**src/rtl/mem_arbiter.sv**
```systemverilog
// mem_arbiter: sequences the icache fetch port and the load/store buffer onto
// a byte-serial memory controller, keeping at most one transaction in flight.
//
// Ports:
//   clk, rst (async, active low), rdy (global enable), clear (pipeline flush)
//   if_req/if_addr -> if_done/if_data           : fetch requester
//   ls_req/ls_wr/ls_len/ls_addr/ls_wdata
//                   -> ls_done/ls_rdata         : load/store requester
//   mc_ins_sig/mc_ins_addr <- mc_ins_done/mc_ins_data      : controller fetch
//   mc_ls_sig/mc_ls_wr/mc_len/mc_ls_addr/mc_store_val
//                   <- mc_ls_done/mc_ls_data    : controller load/store
//   busy : high whenever the arbiter is not idle
//
// Grant priority in IDLE: starved fetch, then store, then round-robin between
// fetch and load. Fetches and loads are dropped on clear; stores always finish.
module mem_arbiter #(
   parameter int STARVE_MAX = 4
) (
   input  logic        clk,
   input  logic        rst,
   input  logic        rdy,
   input  logic        clear,
   input  logic        if_req,
   input  logic [31:0] if_addr,
   output logic        if_done,
   output logic [63:0] if_data,
   input  logic        ls_req,
   input  logic        ls_wr,
   input  logic [2:0]  ls_len,
   input  logic [31:0] ls_addr,
   input  logic [31:0] ls_wdata,
   output logic        ls_done,
   output logic [31:0] ls_rdata,
   output logic        mc_ins_sig,
   output logic [31:0] mc_ins_addr,
   input  logic        mc_ins_done,
   input  logic [63:0] mc_ins_data,
   output logic        mc_ls_sig,
   output logic        mc_ls_wr,
   output logic [2:0]  mc_len,
   output logic [31:0] mc_ls_addr,
   output logic [31:0] mc_store_val,
   input  logic        mc_ls_done,
   input  logic [31:0] mc_ls_data,
   output logic        busy
);

   localparam logic [1:0] IDLE  = 2'd0;
   localparam logic [1:0] FETCH = 2'd1;
   localparam logic [1:0] LSOP  = 2'd2;
   localparam logic [1:0] GAP   = 2'd3;

   localparam int             CW         = $clog2(STARVE_MAX + 1);
   localparam logic [CW-1:0]  STARVE_LIM = CW'(STARVE_MAX);

   localparam logic GRANT_IF = 1'b0;
   localparam logic GRANT_LS = 1'b1;

   logic [1:0]    state;
   logic          last_grant;
   logic [CW-1:0] starve_cnt;

   logic fetch_ok, load_ok, store_req;
   logic grant_if, grant_ls;

   // Speculative requesters are ineligible while clear is high.
   assign fetch_ok  = if_req && !clear;
   assign load_ok   = ls_req && !ls_wr && !clear;
   assign store_req = ls_req && ls_wr;

   always_comb begin
      grant_if = 1'b0;
      grant_ls = 1'b0;
      if (fetch_ok && starve_cnt == STARVE_LIM)
         grant_if = 1'b1;
      else if (store_req)
         grant_ls = 1'b1;
      else if (fetch_ok && load_ok) begin
         if (last_grant == GRANT_LS) grant_if = 1'b1;
         else                        grant_ls = 1'b1;
      end
      else if (load_ok)
         grant_ls = 1'b1;
      else if (fetch_ok)
         grant_if = 1'b1;
   end

   always_ff @(posedge clk or negedge rst) begin
      if (!rst) begin
         state        <= IDLE;
         last_grant   <= GRANT_LS;
         starve_cnt   <= '0;
         if_done      <= 1'b0;
         if_data      <= '0;
         ls_done      <= 1'b0;
         ls_rdata     <= '0;
         mc_ins_sig   <= 1'b0;
         mc_ins_addr  <= '0;
         mc_ls_sig    <= 1'b0;
         mc_ls_wr     <= 1'b0;
         mc_len       <= '0;
         mc_ls_addr   <= '0;
         mc_store_val <= '0;
         busy         <= 1'b0;
      end
      else begin
         // Done outputs are single-cycle pulses and are suppressed while stalled.
         if_done <= 1'b0;
         ls_done <= 1'b0;
         if (rdy) begin
            case (state)
               IDLE: begin
                  if (grant_if) begin
                     state       <= FETCH;
                     busy        <= 1'b1;
                     mc_ins_sig  <= 1'b1;
                     mc_ins_addr <= if_addr;
                     last_grant  <= GRANT_IF;
                     starve_cnt  <= '0;
                  end
                  else if (grant_ls) begin
                     state        <= LSOP;
                     busy         <= 1'b1;
                     mc_ls_sig    <= 1'b1;
                     mc_ls_wr     <= ls_wr;
                     mc_len       <= ls_len;
                     mc_ls_addr   <= ls_addr;
                     mc_store_val <= ls_wdata;
                     last_grant   <= GRANT_LS;
                     if (!if_req)
                        starve_cnt <= '0;
                     else if (starve_cnt != STARVE_LIM)
                        starve_cnt <= starve_cnt + 1'b1;
                  end
                  else if (!if_req)
                     starve_cnt <= '0;
               end
               FETCH: begin
                  // clear beats a coincident done: the data is discarded.
                  if (clear || mc_ins_done) begin
                     mc_ins_sig <= 1'b0;
                     state      <= GAP;
                     if (!clear) begin
                        if_data <= mc_ins_data;
                        if_done <= 1'b1;
                     end
                  end
               end
               LSOP: begin
                  if (mc_ls_wr) begin
                     // Stores have architectural side effects; never abandoned.
                     if (mc_ls_done) begin
                        ls_done   <= 1'b1;
                        mc_ls_sig <= 1'b0;
                        state     <= GAP;
                     end
                  end
                  else if (clear || mc_ls_done) begin
                     mc_ls_sig <= 1'b0;
                     state     <= GAP;
                     if (!clear) begin
                        ls_rdata <= mc_ls_data;
                        ls_done  <= 1'b1;
                     end
                  end
               end
               default: begin
                  // GAP: one idle cycle lets the controller drop its done pulse.
                  state <= IDLE;
                  busy  <= 1'b0;
               end
            endcase
         end
      end
   end

   a_sig_excl: assert property (@(posedge clk) disable iff (!rst)
                                !(mc_ins_sig && mc_ls_sig));

endmodule

```
**config.mk**
```make
export PLATFORM = sky130hd
export DESIGN_NAME = mem_arbiter
export DESIGN_NICKNAME = d
export VERILOG_FILES = /design/src/rtl/mem_arbiter.sv
export SDC_FILE = /design/constraint.sdc
export NUM_CORES = 1
export LEC_CHECK = 0
export BUFFER_PORTS_ARGS = -buffer_cell sky130_fd_sc_hd__buf_2
export CAP_MARGIN = 25
export CORE_AREA = 5 5 155 157
export CTS_CLUSTER_DIAMETER = 120
export DETAILED_ROUTE_END_ITERATION = 12
export DIE_AREA = 0 0 160 162
export GPL_TIMING_DRIVEN = 0
export PLACE_DENSITY = 0.68
export SYNTH_ARGS = -nofsm -noshare
export SYNTH_HDL_FRONTEND = slang
export SYNTH_SLANG_ARGS = --single-unit
```
**constraint.sdc**
```tcl
create_clock -name clk -period 2.2 [get_ports clk]
set_clock_uncertainty 0.2 [all_clocks]
set_input_delay 0.44 -clock clk [delete_from_list [all_inputs] [get_ports clk]]
set_output_delay 0.44 -clock clk [all_outputs]
set_load 0.005 [all_outputs]
```
==> flow_metrics.py <==
metrics = {
    "clock_network": {
        "clkLatencyLatePin_ns": 0.50,
        "cts.sink_count": 207,
        "numCtsBuffers": 23,
        "cts-root-buf": "clkbuf_16",
        "cts.clk_slew.worst_paths_ns": 0.06,
        "cts_buffer_depth": 3,
        "htree_levels": 1,
        "cts_tree": "yes",
    },
    "hold_path": {
        "hold_class": "in2reg",
    },
    "logic_synthesis": {
        "syn_avg_cell_area_um2": 16.4,
        "syn_inst": 490,
        "synth_top_area_share": 0.641,
        "ys_seq_elements": 207,
        "ys_types": 39,
        "synth_nets": 700,
        "yosysWarnings": 0,
        "yosys.area.top_type": "dfrtp_1",
        "seq_area_frac_synth": 0.645,
        "synth_edf_count": 0,
        "async_flop_share": 1.00,
        "synth_area_leaders": "dfrtp_1 (64%), mux2_2 (27%), mux2_4 (1.7%)",
        "synth_ff_type": "dfrtp_1",
        "netlist_area_um2": 8040,
    },
    "grt": {
        "grt_first_pass_wirelength_um": 40500,
        "track_usage": 0.191,
        "groute.layer.met1.usage": 0.213,
        "grt.overflow.total": 0,
        "antenna_found_initial": 1,
        "use_met3": 0.0652,
        "grt_max_degree": 107,
        "grt_pass1_vias": 7481,
        "use_met2": 0.343,
        "grt-busiest-layer": "met2",
    },
    "detailed_routing": {
        "wl_um": 25500,
        "drtIter0Drc": 273,
        "wl_per_cell_um": 17.9,
        "firstDrtPassIters": 4,
        "final_antenna_net_count": 0,
        "vias": 6567,
        "drcViolationCount": 0,
        "viasPerCell": 4.61,
    },
    "sta": {
        "fin_ws_ns": 0.0794,
        "report.final.slew_viol_count": 0,
        "setup_viol_count_final": 0,
        "period_share": 0.964,
        "whs_ns": 0.0623,
        "worst_pin_slew_ns": 0.826,
        "maxSlewHeadroom": 0.449,
        "rsz0062_at_grt": "yes",
        "max_clock_freq_mhz": 472,
        "timing_hold_violations_final": 0,
        "post-route-min-period_ns": 2.12,
    },
    "critical_path": {
        "crit_path_max_incr_delay_ns": 0.47,
        "crit_fanout": 10,
        "cp-end-kind": "flop",
        "cp.required_ns": 2.37,
        "startpoint_type": "flop",
        "crit_arrival_ns": 2.29,
        "cpMaxStageDelayCell": "clkbuf_1",
        "crit_chain": "inv_1 > ha_1 > nand3_1 > clkbuf_1 > mux2_2",
        "crit_type": "reg2reg",
    },
    "finish": {
        "fin_cells": 1424,
        "nets": 1333,
        "fin_util": 0.597,
        "drive_gt1_frac": 0.598,
        "syn_to_final_growth_pct": 66.0,
    },
    "placed_design": {
        "pre_cts_ws_ns": -0.642,
        "place.gp.congestion": 0.753,
        "placement.io_buffers": 404,
        "hpwl_um": 16300,
        "dp.cells": 1180,
    },
    "floorplan": {
        "die-area_um2": 25900,
        "die_y_um": 162,
        "rows": 55,
        "die_w_um": 160,
        "start_util": 0.359,
        "core-area_um2": 22400,
        "io_pins": 405,
    },
    "pwr": {
        "vdd_ir_drop_max_mv": 0.762,
        "power_w": 0.0161,
        "leakage_nw": 6.67,
        "power_density_nw_per_um2": 1200,
    },
    "run_status": {
        "status": "completed",
    },
    "flow_run": {
        "maxCapViolCount": 0,
    },
}
==> cell families after synthesis <==
kind of cell             count (synthesis)  share of synthesized area
AO/OA/AOI/OAI                           25                     0.0237
flip-flops                             207                      0.645
adder cells (fa/ha/maj)                  6                    0.00934
buffers and inverters                   32                     0.0237
multiplexers                           200                      0.284
AND/OR/NAND/NOR                         20                     0.0146
==> state kept, by name (all words and copies together) (netlist names) <==
name	cells
mc_store_val	32
mc_ins_sig	1
mc_ins_addr	32
mc_ls_sig	1
busy	1
if_data	64
mc_len	3
if_done	1
ls_rdata	32
mc_ls_addr	32
last_grant	1
state	2
ls_done	1
mc_ls_wr	1
starve_cnt	3
==> metrics by stage <==
stage                     instance area (µm²)  setup TNS, ns
after floorplan                          8040              0
after global placement                  10400        -677.49
after detailed placement                10500         -39.56
after CTS                               13300        -0.0266
after global routing                    13300       -0.00494
final                                   13300              0
==> synth_stat cells, drive strengths merged (3+ instances only) <==
master and n:
a21oi 5, buf 19, dfrtp 206, ha 6, inv 11, mux2 199, nand2 3, nand2b 3
nand3 3, o211ai 3, o21ai 3
==> critical path, delay by kind of cell, from the launching register on <==
family	cells	cell delay, ns
flops	1	0.38
fa+ha+maj	1	0.23
simple gates	1	0.20
buf+inv	2	0.58
mux	1	0.41
==> metal layers <==
metal	vias up	routed length [µm]
met5	-	0
met4	0	792
met3	55	2310
met2	310	13100
met1	3186	9360
li1	3016	-
==> path summary, 6_finish.rpt <==
check                                              start                    endpoint  slack, ns  cells past startpoint
worst max-delay path                state[1]$_DFFE_PN0P_     if_data[59]$_DFFE_PN0P_       0.08                      5
min in group asynchronous                            rst  mc_ins_addr[4]$_DFFE_PN0P_       0.34                      2
worst min register to register  ls_rdata[30]$_DFFE_PN0P_    ls_rdata[30]$_DFFE_PN0P_       0.30                      1
worst min-delay path                                 rdy           ls_done$_DFF_PN0_       0.06                      3
worst max register to register      state[1]$_DFFE_PN0P_     if_data[59]$_DFFE_PN0P_       0.08                      5
max in group asynchronous                            rst  mc_ls_addr[15]$_DFFE_PN0P_       0.47                      3
==> repair_timing <==
item                                    in CTS  in global routing
setup buffers                                5                  2
pin swaps                                    3                  4
gates resized for setup                      9                 23
endpoints found under the hold margin      299                  2
hold buffers                               195                  2
endpoints found under the setup margin     136                135
==> where the power goes <==
| part | leakage [nW] | internal, W | total, W | switching, W |
|---|---|---|---|---|
| registers | 2.53 | 0.00568 | 0.00664 | 0.000966 |
| logic | 3.75 | 0.00325 | 0.00549 | 0.00224 |
| clock network | 0.388 | 0.00243 | 0.00394 | 0.00151 |
==> cell type report <==
cell class | count | area [µm²]
fill | 1675 | 9020
sequential | 207 | 5180
timing repair buffer | 609 | 4100
multi-input combinational | 251 | 2710
clock buffer | 30 | 652
tap | 285 | 357
buffer | 20 | 171
clock inverter | 10 | 131
inverter | 11 | 41.3
antenna | 1 | 2.50
==> cells in the final DEF (no fill, tap or decap), types with 4 or more instances in the layout <==
cell type	synthesis	routed
buf_2	13	404
dfrtp_1	206	206
dlygate4sd3_1	0	197
mux2_2	190	190
clkbuf_16	0	23
clkbuf_4	0	10
buf_4	0	9
mux2_4	9	9
inv_1	11	8
a21oi_1	5	5
clkbuf_8	0	5
clkinv_2	0	5
buf_6	5	4
ha_1	6	4
Power figures use the tool's default switching activity.
